## src/rtl/uart_rx_monitor.sv

```systemverilog
// 8N1 UART receiver with 2-flop synchroniser, byte FIFO and valid/ready read port.
// Define UART_RX_PARITY_EN for 8E1 framing with a parity_err pulse output.
module uart_rx_monitor #(
    parameter int CLKS_PER_BIT = 868,
    parameter int FIFO_DEPTH   = 16
) (
    input  logic                          clock,
    input  logic                          resetb,
    input  logic                          rx,
    output logic [7:0]                    rd_data,
    output logic                          rd_valid,
    input  logic                          rd_ready,
    output logic [$clog2(FIFO_DEPTH):0]   fifo_count,
    output logic                          framing_err,
    output logic                          overflow,
`ifdef UART_RX_PARITY_EN
    output logic                          parity_err,
`endif
    output logic                          busy
);
    localparam int CW = $clog2(CLKS_PER_BIT);
    localparam int AW = $clog2(FIFO_DEPTH);
    localparam logic [CW-1:0] HALF = CW'(CLKS_PER_BIT / 2 - 1);
    localparam logic [CW-1:0] FULL = CW'(CLKS_PER_BIT - 1);

    typedef enum logic [2:0] {IDLE, START, DATA, PARITY, STOP, BREAK} state_t;

    state_t        state, state_n;
    logic [CW-1:0] cnt, cnt_n;
    logic [2:0]    idx, idx_n;
    logic [7:0]    shift, shift_n;
    logic          pbad, pbad_n;
    logic          rx_m, rx_s, rx_p;
    logic          push, ferr;
`ifdef UART_RX_PARITY_EN
    logic          perr;
`endif

    // rx_p is one cycle older than rx_s, for start-edge detection
    always_ff @(posedge clock or negedge resetb) begin
        if (!resetb) begin
            rx_m <= 1'b1;
            rx_s <= 1'b1;
            rx_p <= 1'b1;
        end else begin
            rx_m <= rx;
            rx_s <= rx_m;
            rx_p <= rx_s;
        end
    end

    always_ff @(posedge clock or negedge resetb) begin
        if (!resetb) begin
            state       <= IDLE;
            cnt         <= '0;
            idx         <= '0;
            shift       <= '0;
            pbad        <= 1'b0;
            framing_err <= 1'b0;
`ifdef UART_RX_PARITY_EN
            parity_err  <= 1'b0;
`endif
        end else begin
            state       <= state_n;
            cnt         <= cnt_n;
            idx         <= idx_n;
            shift       <= shift_n;
            pbad        <= pbad_n;
            framing_err <= ferr;
`ifdef UART_RX_PARITY_EN
            parity_err  <= perr;
`endif
        end
    end

    always_comb begin
        state_n = state;
        cnt_n   = cnt;
        idx_n   = idx;
        shift_n = shift;
        pbad_n  = pbad;
        push    = 1'b0;
        ferr    = 1'b0;
`ifdef UART_RX_PARITY_EN
        perr    = 1'b0;
`endif
        case (state)
            IDLE: if (rx_p && !rx_s) begin
                state_n = START;
                cnt_n   = HALF;
            end
            START: if (cnt == '0) begin
                cnt_n   = FULL;
                idx_n   = '0;
                state_n = rx_s ? IDLE : DATA;
            end else cnt_n = cnt - 1'b1;
            DATA: if (cnt == '0) begin
                shift_n[idx] = rx_s;
                cnt_n        = FULL;
                idx_n        = idx + 1'b1;
                if (idx == 3'd7) begin
                    pbad_n = 1'b0;
`ifdef UART_RX_PARITY_EN
                    state_n = PARITY;
`else
                    state_n = STOP;
`endif
                end
            end else cnt_n = cnt - 1'b1;
`ifdef UART_RX_PARITY_EN
            PARITY: if (cnt == '0) begin
                perr    = ^{shift, rx_s};
                pbad_n  = perr;
                cnt_n   = FULL;
                state_n = STOP;
            end else cnt_n = cnt - 1'b1;
`endif
            STOP: if (cnt == '0) begin
                if (rx_s) begin
                    push    = !pbad;
                    state_n = IDLE;
                end else begin
                    ferr    = 1'b1;
                    state_n = BREAK;
                end
            end else cnt_n = cnt - 1'b1;
            // held-low line: no new frame until the line returns high
            BREAK: if (rx_s) state_n = IDLE;
            default: state_n = IDLE;
        endcase
    end

    assign busy = (state != IDLE);

    // FIFO: pointers carry an extra wrap bit to tell full from empty
    logic [AW:0] wr_ptr, rd_ptr;
    logic [7:0]  mem [FIFO_DEPTH];
    logic        full, pop, do_wr;

    assign rd_valid   = (wr_ptr != rd_ptr);
    assign full       = (wr_ptr[AW] != rd_ptr[AW]) && (wr_ptr[AW-1:0] == rd_ptr[AW-1:0]);
    assign pop        = rd_valid && rd_ready;
    assign do_wr      = push && (!full || pop);
    assign fifo_count = wr_ptr - rd_ptr;
    assign rd_data    = rd_valid ? mem[rd_ptr[AW-1:0]] : 8'h00;

    always_ff @(posedge clock or negedge resetb) begin
        if (!resetb) begin
            wr_ptr   <= '0;
            rd_ptr   <= '0;
            overflow <= 1'b0;
        end else begin
            if (do_wr) wr_ptr <= wr_ptr + 1'b1;
            if (pop)   rd_ptr <= rd_ptr + 1'b1;
            overflow <= push && full && !pop;
        end
    end

    always_ff @(posedge clock) begin
        if (do_wr) mem[wr_ptr[AW-1:0]] <= shift;
    end
endmodule

```

## config.mk

```make
export PLATFORM = sky130hd
export DESIGN_NAME = uart_rx_monitor
export DESIGN_NICKNAME = d
export VERILOG_FILES = /design/src/rtl/uart_rx_monitor.sv
export SDC_FILE = /design/constraint.sdc
export NUM_CORES = 1
export LEC_CHECK = 0
export ABC_AREA = 1
export CORE_MARGIN = 8
export CORE_UTILIZATION = 44
export DETAILED_ROUTE_END_ITERATION = 8
export SLEW_MARGIN = 20
export SYNTH_ARGS = -nofsm -noshare
export SYNTH_HDL_FRONTEND = slang
export SYNTH_SLANG_ARGS = --single-unit
```

## constraint.sdc

```tcl
create_clock -name clock -period 3.25 [get_ports clock]
set_input_delay 0.65 -clock clock [delete_from_list [all_inputs] [get_ports clock]]
set_output_delay 0.65 -clock clock [all_outputs]
set_load 0.02 [all_outputs]
```

== Yosys cells after proc, flatten, opt, wreduce, memory -nomap -nowiden ==
Memory sizes are Yosys's and may differ from the RTL's.
Cells that the tools add are included.
Word-level totals
  register bits after elaboration: 39
  word-level logic and storage cells: 83
  memory bits (writable): 128
  output and inout bits: 17
  memories: 1
Memory list
  mem: depth 16, bits a word 8, read ports 1, clocked after memory_dff 0, wr ports 1, line 137  | logic [7:0] mem [FIFO_DEPTH];
Cells by class
  equal/unequal tests: 15
  add/sub/neg operators: 5
  reduce and logical (&&, ||, !) cells: 21
  muxes and demuxes: 28
  magnitude comparators: 2
Operators by type and width (count)
  10-bit two-way mux: 3
  10-bit case mux with 3 select lines: 1
  3-bit two-way mux: 9
  3-bit case mux with 5 select lines: 1
  2-bit inequality test, second input constant: 7
  5-bit by 1-bit adder with 5-bit output, second input constant: 2
  10-bit zero test: 1
  10-bit by 1-bit subtractor with 10-bit output, second input constant: 1
  3-bit == test, second input constant: 3
  1-bit two-way mux: 9
  8-bit bitwise mux: 1
  8-bit two-way mux: 1
  1-bit logical AND: 7
  3-bit case mux with 2 select lines: 1
  3-bit AND reduction: 2
  6-bit AND reduction: 1
  3-bit nonzero test: 2
  5-bit inequality test: 1
  5-bit subtractor: 1
  4-bit == test: 1
  3-bit by 4-bit < comparator with 1-bit output, second input constant: 1
  3-bit by 1-bit adder with 3-bit output, second input constant: 1
  1-bit demux with 3-bit select: 1
  3-bit by 1-bit == test with 1-bit output, second input constant: 1
  other kinds (10): 12

== Longest topological paths before layout ==
Gate-level depths: netlist (run 1).
  depth after elaboration: 7
  gate-level depth with buffers: 11
  depth with buffers taken out: 9

== Worst setup path after synthesis (run 1) ==
No wires, ideal clock.
  path type: register to register
  from: register rd_ptr[2]
  to: memory mem[4][0], enable pin
  required time: 2.867 ns
  setup time: 0.383 ns
  path buffers: 2
  setup slack: 0.630 ns
  stages on the path, launching flop included: 10
  data arrival time: 2.236 ns
  path through: dfrtp_1 > clkbuf_1 > inv_2 > ha_1 > nand2_1 > nor2_1 > nand2_2 > nand3_4 > buf_6 > nor3_1
Between the ends
  word-level cells in the longest chain between the ends: 7
  elaborated cells on any way between the ends: 9
RTL lines
  from (decl): line 136  | logic [AW:0] wr_ptr, rd_ptr;
  from (signal assigned): line 154  | if (pop) rd_ptr <= rd_ptr + 1'b1;
  4-bit == test: line 141  | assign full = (wr_ptr[AW] != rd_ptr[AW]) && (wr_ptr[AW-1:0] == rd_ptr[AW-1:0]);
  1-bit logical AND: line 141
  1-bit zero test: line 143  | assign do_wr = push && (!full || pop);
  1-bit logical OR (*): line 143
  1-bit logical AND (*): line 143
  1-bit two-way mux (*): line 160  | if (do_wr) mem[wr_ptr[AW-1:0]] <= shift;
  1-bit two-way mux (not written as such) (*): line 160
  to (decl): line 137
Every way passes the cells marked *; elsewhere a longest branch is shown, timed or not.

== Worst setup path after layout (run 1) ==
  from: register rd_ptr[3]
  to: output rd_data[2]
Between the ends
  word-level cells in the longest chain between the ends: 2
  elaborated cells on any way between the ends: 3
RTL lines
  memory read 16 x 8 bit or 5-bit inequality test (tied branches)
  8-bit two-way mux (*): line 145  | assign rd_data = rd_valid ? mem[rd_ptr[AW-1:0]] : 8'h00;
  to (decl): line 10  | output logic [7:0] rd_data,
Marks and branches as above.

==> out/results.ini, run 1 <==
[sta]
slew-limit-headroom_pct = 39.07
finalHoldViolCount = 0
max_slew.worst_pin.slew_ns = 0.9140
grt_setup_unrepaired = false
setup_tns_ns = 0
finalClockSkew_ns = 0.009658
timing.hold.ws_ns = 0.3454
min_period_ns = 3.048
maxSlewViolCount = 0
max_clock_freq_mhz = 328.1
final.period_utilization_pct = 93.79
finalSetupViolations = 0

[clock_network]
clkTransAtPathRegs_ns = 0.06
cts.sink_count = 167
cts_setup_buffers = 0
clk_path_buf_depth = 2
root_buffer = clkbuf_16
cts_buffers = 17
cts.htree.levels = 4
clk_latency_ns = 0.43
tritoncts = done

[route]
vias = 5495
drt_iter0_drc = 388
routed.top_layer = met4
vias_per_cell = 4.995
drt-total-wl_um = 17410
wl_met1_um = 8358
drtPass1Iterations = 7
drc = 0
antenna_left = 0
wl_per_cell_um = 15.83
wl_met2_um = 7807
wl_met3_um = 926

[final_layout]
stdcell_count = 1100
diodes = 0
fill_cells = 1599
nets = 877
drive_above_1_share_pct = 10.22
syn_to_final_growth_pct = 14.59

[synth]
synth_top_area_share_pct = 48.77
synthTopCellsByCount = nand2_1 (247), edfxtp_1 (128), inv_1 (86)
yosysMostFrequentCell = nand2_1
avgSynthCellArea_um2 = 9.565
synth_top_family_by_area = simple AND/OR/NAND/NOR gates
seq_area_frac_synth_pct = 61.20
yosys_register_bits = 167
synthAdderAreaFrac_pct = 2.318
synth_warnings = 0
synthXorXnorAreaFrac_pct = 1.762
synth_area_um2 = 7881
synth_nets = 842
synth_cell_type_count = 32
ys.flop_type = edfxtp_1
synth_edf_count = 128
syn_inst = 824
synth-simple-area-share_pct = 24.97
synth-compound-area-share_pct = 3.270
synth_top_area_cell = edfxtp_1
synth_area_leaders = edfxtp_1 (49%), nand2_1 (12%), dfrtp_1 (11%)
synth-async-reset-ratio_pct = 23.35
synth_mux_area_share_pct = 0

[floorplanning]
start_util_pct = 44.33
io_pins = 21
rows = 49
die_area_um2 = 22450
core_um2 = 17780
die_x_um = 149.8
die_y_um = 149.8

[pwr]
power_frac_comb_pct = 37.6
internal_power_mw = 4.495
power_density_nw_per_um2 = 796.2
p_sw_share_pct = 37.49
power.leakage_nw = 4.045
clkPwrFrac_pct = 27.9
max-vdd-ir-drop_mv = 0.4821
p_seq_share_pct = 34.4
p_sw_mw = 2.696

[grt]
grt_usage_pct = 16.55
antenna_found_initial = 0
grt_pass1_wl_um = 28250
grt_max_degree = 55
grt-ovfl-total = 0
grt_pass1_vias = 5224

[placed_design]
place_hpwl_um = 11340
portBuffers = 20
dpl.cell_count = 1069
gp_congestion = 0.8378

[run]
drv_cap = 0

[setup_path]
path_max_fanout = 10
critPathArrivalTime_ns = 2.40
worstSetupPathType = register to output port
critPathLaunchType = register
ff2ff_path_depth = 7
required_ns = 2.60
end_kind = output port

[outcome]
status = finished clean

[min_path]
hold_path_class = input pin to async pin

==> power groups by stage <==
| stage | clock, mW | sequential (mW) | combinational [mW] |
|---|---|---|---|
| 6_report | 2.01 | 2.48 | 2.71 |
| 5_1_grt | 2.11 | 2.49 | 3.04 |
| 4_1_cts | 2.04 | 2.48 | 2.75 |
| 3_5_place_dp | 0 | 2.52 | 2.81 |
| 3_3_place_gp | 0 | 2.52 | 2.80 |
| 2_1_floorplan | 0 | 2.49 | 1.84 |
==> sequential cells by signal (all words and copies together), names as in the netlist, 3 cells and up <==
name,flops
mem,128
cnt,10
shift,8
rd_ptr,5
wr_ptr,5
idx,3
state,3
==> stage by stage <==
| step | utilization (%) | setup WS, ns | power (mW) | instance area [µm²] |
|---|---|---|---|---|
| 5_1_grt | 50.80 | 0.02424 | 7.643 | 9031 |
| 2_1_floorplan | - | 0.6299 | 4.327 | 7881 |
| 3_5_place_dp | 47.54 | 0.3684 | 5.332 | 8452 |
| 6_report | 50.80 | 0.2018 | 7.191 | 9031 |
| 4_1_cts | 50.77 | 0.09677 | 7.268 | 9026 |
| 3_3_place_gp | 47.54 | 0.3530 | 5.316 | 8452 |
==> logic make-up after synthesis <==
kind of cell	Yosys count
and+or+nand+nor	450
AOI/OAI and AO/OA	51
buffers and inverters	127
DFF	167
adders and majority gates	14
xor gates and xnor gates	15
==> layer usage <==
layer | GRT usage (%) | vias to the layer above
met2 | 25.70 | 114
met3 | 3.175 | 24
met1 | 22.67 | 2593
met4 | 6.147 | 0
li1 | - | 2764
met5 | 0 | -
==> worst paths after layout <==
| check | start | endpoint | slack [ns] |
|---|---|---|---|
| worst max-delay path | rd_ptr[3] | rd_data[2] | 0.20 |
| worst min-delay path | resetb | cnt[1] | 0.35 |
| worst max register to register | rd_ptr[3] | mem[15][2] | 0.83 |
| worst min register to register | rx_m | rx_s | 0.36 |
| max in group asynchronous | resetb | rd_ptr[0] | 2.26 |
| min in group clock | rx_m | rx_s | 0.36 |
==> final cells by class <==
class	instances	area, µm²	share of cell area (%)
sequential	167	4825	53.42
multi-input combinational	530	2547	28.21
clock buffer	19	432.9	4.794
timing repair buffer	43	411.6	4.558
inverter	100	375.4	4.156
tap	229	286.5	3.173
clock inverter	12	152.6	1.690
==> timing repair <==
item,4_1_cts,5_1_grt
hold buffers,0,0
resized for setup,9,2
endpoints found under the setup margin,9,2
==> worst max-delay path, stage by stage (launching register included) <==
cell and delay, ns:
dfrtp_1 0.41, inv_2 0.19, ha_1 0.30, nand2_1 0.10, nor2_1 0.06, nand2_1 0.18
inv_1 0.18, a21oi_1 0.19, dlygate4sd2_1 0.36
==> layout by cell type, fill, tap and decap left out, types with 2 or more instances in the layout <==
cell type	netlist	final
clkinvlp_4	0	3
nor2_1	78	78
nor3_1	13	13
inv_6	0	2
dfrtp_1	36	35
nand2_1	247	247
buf_4	0	19
clkinv_1	2	3
nand3_2	3	3
nand4_1	14	14
clkbuf_16	0	17
o21ai_0	29	29
a21oi_1	14	14
clkinv_2	0	2
clkbuf_1	6	2
dlygate4sd2_1	0	9
xor2_1	12	12
inv_2	12	12
nor2_4	7	7
nand3_1	77	77
nand3_4	2	2
inv_1	86	86
edfxtp_1	128	128
nand2_2	5	5
dfstp_2	3	3
xnor2_1	2	2
clkdlybuf4s50_1	0	8
o21ai_1	7	7
buf_12	0	4
dlymetal6s2s_1	0	2
bufinv_16	0	3
ha_1	13	13
Power figures use the tool's default switching activity.
==> inputs of run 2 (changes only) <==
Settings changed: SKIP_CTS_REPAIR_TIMING set to 1.
==> run 2 against run 1 <==
Net effect: clock power barely moved; critical path type unchanged; sequential power is essentially flat; cell area is 0.37% higher; clock-buffer cell count unchanged.
==> out/results.ini, run 2 (same netlist as run 1, synthesis figures left out) <==
[grt]
grt-ovfl-total = 0
grt_usage_pct = 16.56
grt_pass1_vias = 5224
grt_max_degree = 55
grt_pass1_wl_um = 28260
antenna_found_initial = 0

[floorplanning]
core_um2 = 17780
rows = 49
io_pins = 21
die_x_um = 149.8
die_area_um2 = 22450
start_util_pct = 44.33
die_y_um = 149.8

[final_layout]
mostFrequentLayoutCell = nand2_1
fill_cells = 1592
diodes = 0
drive_above_1_share_pct = 10.22
most-common-layout-cells = nand2_1 (247), edfxtp_1 (128), inv_1 (86)
largest_reg_flops = 128
syn_to_final_growth_pct = 15.02
seq_area_um2 = 4825
multi_input_area_um2 = 2547
nets = 877

[route]
drc = 0
drt_iter0_drc = 392
vias_per_cell = 4.997
wl_per_cell_um = 15.86
vias = 5497
drt-total-wl_um = 17450
antenna_left = 0
drtPass1Iterations = 5

[setup_path]
critPathArrivalTime_ns = 2.35
worstSetupPathType = register to output port
critical_path.top_delay_family = buffers and inverters
end_kind = output port
cpMaxStageDelayCell = clkdlybuf4s50_1
critPathLaunchType = register
path_cells = inv_2 -> ha_1 -> nand2_1 -> nor2_1 -> nand2_1 -> clkdlybuf4s50_1
rr_startpoint = rd_ptr[2]
reg2reg_slack_ns = 0.82
path_common_cell = nand2_1
crit_path_max_incr_delay_ns = 0.68
path_max_fanout = 10
required_ns = 2.60
ff2ff_path_depth = 7
regToRegEndpoint = mem[15][2]
path_buf_inv = 2

[placed_design]
dp_slack_ns = 0.3684
portBuffers = 20
gp_congestion = 0.8378
place_hpwl_um = 11340

[pwr]
max-vdd-ir-drop_mv = 0.5730
power_density_nw_per_um2 = 799.2
power.leakage_nw = 4.136

[sta]
setup_tns_ns = 0
maxSlewViolCount = 0
setup_ws_ns = 0.2539
max_slew.worst_pin.slew_ns = 0.9141
finalClockSkew_ns = 0.009770
min_period_ns = 2.996
grt_setup_unrepaired = false
final.period_utilization_pct = 92.19
slew-limit-headroom_pct = 39.06
finalSetupViolations = 0
finalHoldViolCount = 0
max_clock_freq_mhz = 333.8

[clock_network]
root_buffer = clkbuf_16
cts.sink_count = 167
cts_buffers = 17
clkTransAtPathRegs_ns = 0.06
clk_path_buf_depth = 2
cts.htree.levels = 4
clk_latency_ns = 0.42
tritoncts = done

[outcome]
status = finished clean

[run]
drv_cap = 0

[min_path]
hold_path_class = input pin to async pin

==> run 2: how the worst max path moves through the flow <==
stage                         start            end  slack [ns]  cells after the start
after floorplan           rd_ptr[2]     rd_data[0]        0.63                      8
after global placement    wr_ptr[0]  fifo_count[4]        0.35                      6
after detailed placement  wr_ptr[0]  fifo_count[4]        0.37                      6
after CTS                 wr_ptr[0]  fifo_count[4]       -0.12                      6
after global routing      rd_ptr[3]       rd_valid        0.11                      6
final                     rd_ptr[2]       rd_valid        0.25                      6
==> run 2: report_power, final <==
part | internal (mW) | leakage, nW | switching (mW) | total, mW
Combinational | 0.980 | 1.97 | 1.79 | 2.77
Sequential | 2.36 | 1.89 | 0.111 | 2.48
Clock | 1.20 | 0.277 | 0.800 | 2.00
Total | 4.55 | 4.14 | 2.70 | 7.25
==> run 2: final cells by class <==
type | instances | share of cell area, %
sequential | 167 | 53.22
multi-input combinational | 530 | 28.10
tap | 229 | 3.161
inverter | 100 | 4.141
timing repair buffer | 43 | 4.914
clock buffer | 19 | 4.776
clock inverter | 12 | 1.684
==> run 2: metal layers <==
metal | GRT usage, % | wire length [µm] | up-vias
li1 | - | - | 2764
met1 | 22.67 | 8533 | 2609
met2 | 25.70 | 7919 | 106
met3 | 3.205 | 713 | 18
met4 | 6.147 | 284 | 0
met5 | 0 | 0 | -
==> run 2: metrics by stage <==
stage / power (mW) / cells / util (%) / cell area [µm²] / hold WS (ns)
global placement: 5.316 / 1069 / 47.54 / 8452 / 0.3481
CTS: 7.343 / 1100 / 50.83 / 9037 / 0.3570
detailed placement: 5.332 / 1069 / 47.54 / 8452 / 0.3476
floorplan: 4.327 / 824 / - / 7881 / 0.3452
global route: 7.701 / 1100 / 50.99 / 9065 / 0.3576
finish: 7.245 / 1100 / 50.99 / 9065 / 0.3455
==> inputs of run 3 (changes only) <==
Settings changed: CORE_UTILIZATION 44 to 50, PLACE_DENSITY set to 0.67.
==> run 3 against run 2 <==
Net effect: fmax down 1.2%; largest power group unchanged; via count increased by 0.36%; cell area decreased by 0.84%; highest routed layer unchanged; critical path depth down 1.
==> out/results.ini, run 3 (same netlist as run 1, synthesis figures left out) <==
[setup_path]
path_max_fanout = 5
required_ns = 2.60
rr_startpoint = rd_ptr[3]
worstSetupPathType = register to output port
critPathLaunchType = register
end_kind = output port
critPathArrivalTime_ns = 2.38
crit_start = wr_ptr[0]

[sta]
finalSetupViolations = 0
max_clock_freq_mhz = 329.8
finalHoldViolCount = 0
grt_setup_unrepaired = false
slew-limit-headroom_pct = 40.71
min_period_ns = 3.032
final.period_utilization_pct = 93.30
setup_tns_ns = 0
finalClockSkew_ns = 0.009035
timing.hold.ws_ns = 0.3556
maxSlewViolCount = 0
max_slew.worst_pin.slew_ns = 0.8893

[final_layout]
fill_cells = 1397
largest_reg_flops = 128
nets = 877
final_util_pct = 57.42
diodes = 0
most-common-layout-cells = nand2_1 (247), edfxtp_1 (128), inv_1 (86)
syn_to_final_growth_pct = 14.05
stdcell_count = 1087
mostFrequentLayoutCell = nand2_1
drive_above_1_share_pct = 9.989

[floorplanning]
io_pins = 21
die_area_um2 = 20040
die_x_um = 141.6
start_util_pct = 50.34
die_y_um = 141.6
core_um2 = 15660
rows = 46

[placed_design]
place_hpwl_um = 11080
portBuffers = 20
gp_congestion = 0.8538
dpl.cell_count = 1056

[pwr]
max-vdd-ir-drop_mv = 0.3975
power.leakage_nw = 4.109
power_density_nw_per_um2 = 782.8

[run]
drv_cap = 0

[clock_network]
clkTransAtPathRegs_ns = 0.06
clk_latency_ns = 0.42
tritoncts = done
root_buffer = clkbuf_16
cts.sink_count = 167
cts_buffers = 17
cts.htree.levels = 4
clk_path_buf_depth = 2

[grt]
grt_pass1_wl_um = 27720
grt_usage_pct = 18.00
grt_max_degree = 42
grt-ovfl-total = 0
antenna_found_initial = 0
grt_pass1_vias = 5374

[route]
vias_per_cell = 5.075
wl_per_cell_um = 15.82
drtPass1Iterations = 5
drt_iter0_drc = 386
vias = 5517
drc = 0
antenna_left = 0
drt-total-wl_um = 17200

[outcome]
status = finished clean

[min_path]
hold_path_class = input pin to async pin

==> run 3: report_power, final <==
part           leakage [nW]  internal (mW)  switching (mW)
Clock                 0.283           1.19           0.757
Combinational          1.94          0.924            1.69
Sequential             1.89           2.37           0.108
==> run 3: metrics by stage <==
step | total power, mW | setup WS (ns) | instance area [µm²]
final | 7.036 | 0.2177 | 8989
after global routing | 7.487 | 0.1130 | 8989
after CTS | 7.102 | -0.06552 | 8966
after detailed placement | 5.160 | 0.3950 | 8398
after global placement | 5.150 | 0.4432 | 8398
after floorplan | 4.327 | 0.6299 | 7881
==> run 3: worst paths after layout <==
kind	end	slack (ns)	depth (start not counted)
worst max register to register	mem[14][4]	0.85	7
worst max-delay path	fifo_count[2]	0.22	5
worst min register to register	rx_s	0.36	0
worst min-delay path	cnt[6]	0.36	1
max in group asynchronous	rd_ptr[0]	2.28	1
min in group clock	rx_s	0.36	0
==> run 3: layout make-up <==
cell class	instances	area, µm²	area share (%)
inverter	100	375.4	4.176
clock buffer	19	432.9	4.816
clock inverter	12	135.1	1.503
tap	216	270.3	3.007
sequential	167	4825	53.67
timing repair buffer	43	402.9	4.482
multi-input combinational	530	2547	28.34
==> run 3: worst max-delay path, cell delays in order, from the launching register on <==
cell             delay, ns
dfrtp_1               0.42
inv_1                 0.12
ha_1                  0.24
fa_1                  0.40
xnor2_1               0.16
clkdlybuf4s50_1       0.62
==> run 3: metal layers <==
layer | share of wire [%] | track usage (%)
met1 | 44 | 22.93
met5 | 0 | 0
met4 | 2.4 | 7.236
met3 | 5.1 | 4.032
met2 | 49 | 29.31
